### config.mk
export PLATFORM = sky130hd
export DESIGN_NAME = load_store_unit
export DESIGN_NICKNAME = d
export VERILOG_FILES = /design/src/rtl/load_store_unit_pkg.sv /design/src/rtl/lsu_align.sv /design/src/rtl/load_store_unit.sv
export SDC_FILE = /design/constraint.sdc
export NUM_CORES = 1
export LEC_CHECK = 0
export BUFFER_PORTS_ARGS = -buffer_cell sky130_fd_sc_hd__buf_2
export CORE_MARGIN = 2
export CORE_UTILIZATION = 49
export DETAILED_ROUTE_END_ITERATION = 6
export GPL_TIMING_DRIVEN = 0
export PLACE_DENSITY = 0.81
export SYNTH_ARGS = -nofsm -noshare
export SYNTH_HDL_FRONTEND = slang
export SYNTH_SLANG_ARGS = --single-unit
### constraint.sdc
create_clock -name clk -period 4.2 [get_ports clk]
set_input_delay 0.42 -clock clk [delete_from_list [all_inputs] [get_ports clk]]
set_output_delay 0.42 -clock clk [all_outputs]
set_load 0.005 [all_outputs]
### src/rtl/load_store_unit_pkg.sv
// Shared RV32I load/store definitions: width codes, LSU state encoding,
// and the legality/alignment checks used by the fault logic.
package load_store_unit_pkg;

  typedef enum logic [1:0] {
    ST_IDLE = 2'd0,
    ST_REQ  = 2'd1,
    ST_DONE = 2'd2
  } lsu_state_e;

  localparam logic [2:0] F3_B  = 3'b000;
  localparam logic [2:0] F3_H  = 3'b001;
  localparam logic [2:0] F3_W  = 3'b010;
  localparam logic [2:0] F3_BU = 3'b100;
  localparam logic [2:0] F3_HU = 3'b101;

  function automatic logic f3_load_legal(input logic [2:0] f3);
    return (f3 == F3_B) || (f3 == F3_H) || (f3 == F3_W) ||
           (f3 == F3_BU) || (f3 == F3_HU);
  endfunction

  // Stores have no unsigned variants.
  function automatic logic f3_store_legal(input logic [2:0] f3);
    return (f3 == F3_B) || (f3 == F3_H) || (f3 == F3_W);
  endfunction

  function automatic logic f3_misaligned(input logic [2:0] f3, input logic [1:0] off);
    return (((f3 == F3_H) || (f3 == F3_HU)) && off[0]) ||
           ((f3 == F3_W) && (off != 2'b00));
  endfunction

endpackage

### src/rtl/lsu_align.sv
// Byte-lane steering: store-side byte enables and replicated write data,
// load-side lane select with sign/zero extension. Purely combinational.
module lsu_align
  import load_store_unit_pkg::*;
(
  input  logic [2:0]  st_funct3,
  input  logic [1:0]  st_offset,
  input  logic [31:0] store_data,
  output logic [3:0]  be,
  output logic [31:0] wdata,
  input  logic [2:0]  ld_funct3,
  input  logic [1:0]  ld_offset,
  input  logic [31:0] rdata,
  output logic [31:0] ldata
);

  logic [7:0]  byte_l;
  logic [15:0] half_l;

  // Store side: width comes from funct3[1:0]; only legal codes ever get registered.
  always_comb begin
    be    = 4'b1111;
    wdata = store_data;
    case (st_funct3[1:0])
      2'b00: begin
        be    = 4'b0001 << st_offset;
        wdata = {4{store_data[7:0]}};
      end
      2'b01: begin
        be    = st_offset[1] ? 4'b1100 : 4'b0011;
        wdata = {2{store_data[15:0]}};
      end
      default: begin
        be    = 4'b1111;
        wdata = store_data;
      end
    endcase
  end

  // Load side: pick the addressed lane, then extend according to funct3.
  always_comb begin
    case (ld_offset)
      2'd0:    byte_l = rdata[7:0];
      2'd1:    byte_l = rdata[15:8];
      2'd2:    byte_l = rdata[23:16];
      default: byte_l = rdata[31:24];
    endcase
    half_l = ld_offset[1] ? rdata[31:16] : rdata[15:0];
    case (ld_funct3)
      F3_B:    ldata = {{24{byte_l[7]}}, byte_l};
      F3_H:    ldata = {{16{half_l[15]}}, half_l};
      F3_BU:   ldata = {24'd0, byte_l};
      F3_HU:   ldata = {16'd0, half_l};
      default: ldata = rdata;
    endcase
  end

endmodule

### src/rtl/load_store_unit.sv
// RV32I memory-access stage: accepts a load/store from EX, runs one
// request/ready transaction on the data port, stalls upstream meanwhile,
// and returns the extended load result as a one-cycle pulse.
module load_store_unit
  import load_store_unit_pkg::*;
(
  input  logic        clk,
  input  logic        rst,
  input  logic        ex_valid,
  input  logic        mem_read,
  input  logic        mem_write,
  input  logic [2:0]  funct3,
  input  logic [31:0] addr,
  input  logic [31:0] store_data,
  output logic        stall,
  output logic [31:0] load_data,
  output logic        load_valid,
  output logic        fault,
  output logic        dmem_req,
  output logic        dmem_we,
  output logic [31:0] dmem_addr,
  output logic [3:0]  dmem_be,
  output logic [31:0] dmem_wdata,
  input  logic        dmem_ready,
  input  logic [31:0] dmem_rdata
);

  lsu_state_e  state_q, state_d;
  logic [1:0]  off_q, off_d;
  logic [2:0]  f3_q, f3_d;
  logic        we_q, we_d;
  logic [3:0]  be_q, be_d;
  logic [31:0] wdata_q, wdata_d;
  logic [31:0] addr_q, addr_d;
  logic [31:0] ldata_q, ldata_d;

  logic        accept;
  logic        illegal;
  logic [3:0]  st_be;
  logic [31:0] st_wdata;
  logic [31:0] ld_ext;

  lsu_align u_align (
    .st_funct3  (funct3),
    .st_offset  (addr[1:0]),
    .store_data (store_data),
    .be         (st_be),
    .wdata      (st_wdata),
    .ld_funct3  (f3_q),
    .ld_offset  (off_q),
    .rdata      (dmem_rdata),
    .ldata      (ld_ext)
  );

  // Fault detection and accept qualification; a faulting op never reaches the bus.
  always_comb begin
    illegal = (mem_read & mem_write) ||
              (mem_read  & !f3_load_legal(funct3)) ||
              (mem_write & !f3_store_legal(funct3)) ||
              f3_misaligned(funct3, addr[1:0]);
    fault   = ex_valid & (mem_read | mem_write) & illegal;
    accept  = ((state_q == ST_IDLE) || (state_q == ST_DONE)) &
              ex_valid & (mem_read ^ mem_write) & !fault;
  end

  // FSM state register.
  always_ff @(posedge clk or posedge rst) begin
    if (rst) state_q <= ST_IDLE;
    else     state_q <= state_d;
  end

  // FSM next state: DONE is a single cycle that can chain straight into a new request.
  always_comb begin
    state_d = state_q;
    case (state_q)
      ST_IDLE: if (accept) state_d = ST_REQ;
      ST_REQ:  if (dmem_ready) state_d = ST_DONE;
      ST_DONE: state_d = accept ? ST_REQ : ST_IDLE;
      default: state_d = ST_IDLE;
    endcase
  end

  // FSM outputs.
  always_comb begin
    dmem_req   = (state_q == ST_REQ);
    dmem_we    = dmem_req & we_q;
    stall      = dmem_req | accept;
    load_valid = (state_q == ST_DONE) & !we_q;
  end

  // Transaction registers: captured on accept, held through REQ; load result captured on handshake.
  always_comb begin
    off_d   = off_q;
    f3_d    = f3_q;
    we_d    = we_q;
    be_d    = be_q;
    wdata_d = wdata_q;
    addr_d  = addr_q;
    ldata_d = ldata_q;
    if (accept) begin
      off_d   = addr[1:0];
      f3_d    = funct3;
      we_d    = mem_write;
      be_d    = st_be;
      wdata_d = st_wdata;
      addr_d  = {addr[31:2], 2'b00};
    end
    if ((state_q == ST_REQ) && dmem_ready && !we_q) ldata_d = ld_ext;
  end

  // Datapath flops.
  always_ff @(posedge clk or posedge rst) begin
    if (rst) begin
      off_q   <= '0;
      f3_q    <= '0;
      we_q    <= 1'b0;
      be_q    <= '0;
      wdata_q <= '0;
      addr_q  <= '0;
      ldata_q <= '0;
    end else begin
      off_q   <= off_d;
      f3_q    <= f3_d;
      we_q    <= we_d;
      be_q    <= be_d;
      wdata_q <= wdata_d;
      addr_q  <= addr_d;
      ldata_q <= ldata_d;
    end
  end

  assign dmem_addr  = addr_q;
  assign dmem_be    = be_q;
  assign dmem_wdata = wdata_q;
  assign load_data  = ldata_q;

endmodule

==> results.md <==
* Result of the run: finished, final reports clean
* Met1 wire length at 5720 µm
* Placed wire-length estimate at 10,800 µm
* Post-synthesis area per instance at 12.0 µm²
* Number of iterations in the first detailed-routing pass at 4
* Flip-flop cell with the highest count after synthesis: dfrtp_1
* Iteration-0 DRC Markers at 222
* # clock sinks at 106
* Shortest clock period the worst path allows after layout at 2.43 ns
* DR vias at 4,281
* Area share of the largest cell type after synthesis at 50.4%
* Wire length of the first global-routing pass at 22,400 µm
* Total Wirelength at 14,200 µm
* CP arrival at 2.01 ns
* Most numerous cell in the Yosys netlist: dfrtp_1
* Required @ worst endpoint at 3.78 ns
* Count of synthesis-stage warnings from yosys at 0
* I/O pin count at 210
* Leading cell types by count after synthesis: dfrtp_1 (106), mux2_4 (58), nand2_1 (41)
* Part of the Yosys area used for sequential elements at 50.4%
* Share of layout cells above drive strength 1 at 49.8%
* Worst r2r path cells at 6
* Cell types occupying the most area after synthesis: dfrtp_1 (50%), mux2_4 (17%), mux2_2 (6.6%)
* Number of enable-type register cells in the synthesized netlist at 0
* Post-CTS setup-driven buffer insertion count at 0
* Final Skew at 0.00842 ns
* Aggregate negative setup slack at 0 ns
* Critical path class: in2out
* Worst-path clk slew at 0.10 ns
* Post-detailed-placement cell area at 6500 µm²
* Die H at 108 µm
* Final antenna-violating net count at 0
* Worst hold path type: in2async
* Number of cell rows at 37
* Total of flip-flops plus latches after synthesis at 106
* Power Dens Cells at 547 nW/µm²
* CTS Buf Count at 9
* Post-route fraction of the period consumed by the critical path at 57.9%
* CTS resizes at 0
* Final instance area at 6670 µm²
* Worst hold-check slack at 0.0985 ns
* Final global-route overflow total at 0
* Critical path startpoint category: input pin
* Final-layout fill cell count at 826
* Max IR drop VDD at 0.301 mV
* Pin count of the biggest net entering global routing at 65
* Fin. max-slew vios at 0
* Capturing element type of the critical path: output port
* Library cell occupying the most area in the post-synthesis netlist: dfrtp_1
* Worst Max-Slew Pin Slew at 0.713 ns
* Root Driver: clkbuf_8
* Sum of met3 wire segment lengths after detailed routing at 1250 µm
* Number of max-cap violations at 0
* Fmax at 0.411 GHz
* Total die area at 11,600 µm²
* Post-CTS Hold Buffers at 0
* Detailed-route DRC error count at 0
* Setup violators final at 0
* Total power of the final layout at 3.65 mW
* Clock tree from TritonCTS: done
* Highest metal used: met4
* Largest fanout of any net on the critical path at 10
* CTS max path bufs at 2
* Initial antenna violation count at 0
* Unique masters post-synth at 38
* Share of flip-flops with an asynchronous set or reset after synthesis at 100%
* Overall track demand over capacity in global routing at 25.1%
* Number of antenna cells inserted at 0
* Final-stage net count at 765
* Maximum level of the CTS H-tree at 3
* Horizontal die dimension at 108 µm
* RSZ-0062 raised after global routing: no
* Post-synthesis to final-layout area growth at 26.7%
* Number of port buffers at 206
* Worst rel slew slack at 52.5%
* Combined area of all synthesized cells at 5270 µm²
* Number of instances in the synthesized netlist at 439
* Initial Util at 50.8%
* Standby leakage power at 3.35 nW
* Via count of the first global-routing pass at 4,499
* Metal2 WL at 6930 µm
* Number of failing hold endpoints at the final stage at 0
* Core Box Area at 10,400 µm²
* Source-to-sink clock delay at the later pin of the worst-skew pair at 0.37 ns
* Wire per inst at 17.7 µm
* Via density per instance at 5.36
* RD Place Congestion at 0.899
==> state kept, by name (all words and copies together) (netlist names) <==
register    cells
off_q           2
f3_q            3
dmem_addr      30
we_q            1
load_data      32
dmem_be         4
dmem_wdata     32
state_q         2
==> per-layer routing <==
metal  track usage (%)  vias up
met2              41.6      213
met3              6.66       27
met4              10.5        0
met5                 0        -
met1              30.8     2062
li1                  -     1979
==> per-stage QoR <==
step	setup slack (ns)	utilization [%]	instances
3_5_place_dp	1.74	62.7	783
6_report	1.77	64.3	799
4_1_cts	1.73	64.3	799
2_1_floorplan	0.991	-	440
3_3_place_gp	-0.119	62.4	782
5_1_grt	1.69	64.3	799
==> final timing paths <==
path                               from            end  slack [ns]
max in group asynchronous           rst     dmem_be[1]        3.40
min reg2reg                load_data[1]   load_data[1]        0.49
min                                 rst  dmem_addr[17]         0.1
max                           funct3[0]          stall        1.77
max reg2reg                        we_q  load_data[21]        2.04
min in group clk               addr[30]  dmem_addr[30]        0.27
==> cell type report <==
cell class | instances | area [µm²] | area share (%)
inverters | 8 | 32.5 | 0.488
well taps | 136 | 170 | 2.55
plain buffers | 31 | 180 | 2.70
clock buffers | 9 | 124 | 1.86
multi-input cells | 295 | 2410 | 36.1
repair buffers | 207 | 1060 | 15.9
clock inverters | 7 | 45.0 | 0.675
flip-flops and latches | 106 | 2650 | 39.8
==> critical path, cell delays in order <==
cell       delay [ns]
buf_2            0.14
or2_1            0.25
a2111oi_2        0.37
nor3_1           0.13
buf_6            0.18
buf_6            0.17
or2_1            0.22
buf_2            0.13
==> cells by family after synthesis <==
group                      Yosys count  share of synthesized area (%)
buffers and inverters               39                           3.99
muxes                              106                           26.6
AOI/OAI and AO/OA                   53                           5.84
and+or+nand+nor                    132                           12.6
adders and majority gates            2                          0.475
other                                1                         0.0712
DFF                                106                           50.4
==> cell usage in the layout, fill, tap and decap left out, types with 4 or more instances in the layout <==
cell and count:
nand3b_1 11, nor2_1 14, nor2b_1 10, o21ai_0 34
clkbuf_1 15, mux2_2 31, buf_6 7, buf_2 209
inv_1 7, mux2_4 58, nand2_1 41, a21oi_1 10
nor3_1 8, clkinv_2 4, buf_1 4, mux2i_1 16
nand3_1 32, clkbuf_8 9, dfrtp_1 106, or3_1 7
==> power breakdown <==
| part | total (mW) | internal [mW] | switching, mW |
|---|---|---|---|
| logic | 1.41 | 0.792 | 0.622 |
| clock network | 0.580 | 0.215 | 0.365 |
| registers | 1.66 | 1.42 | 0.236 |
Power figures use the tool's default switching activity.
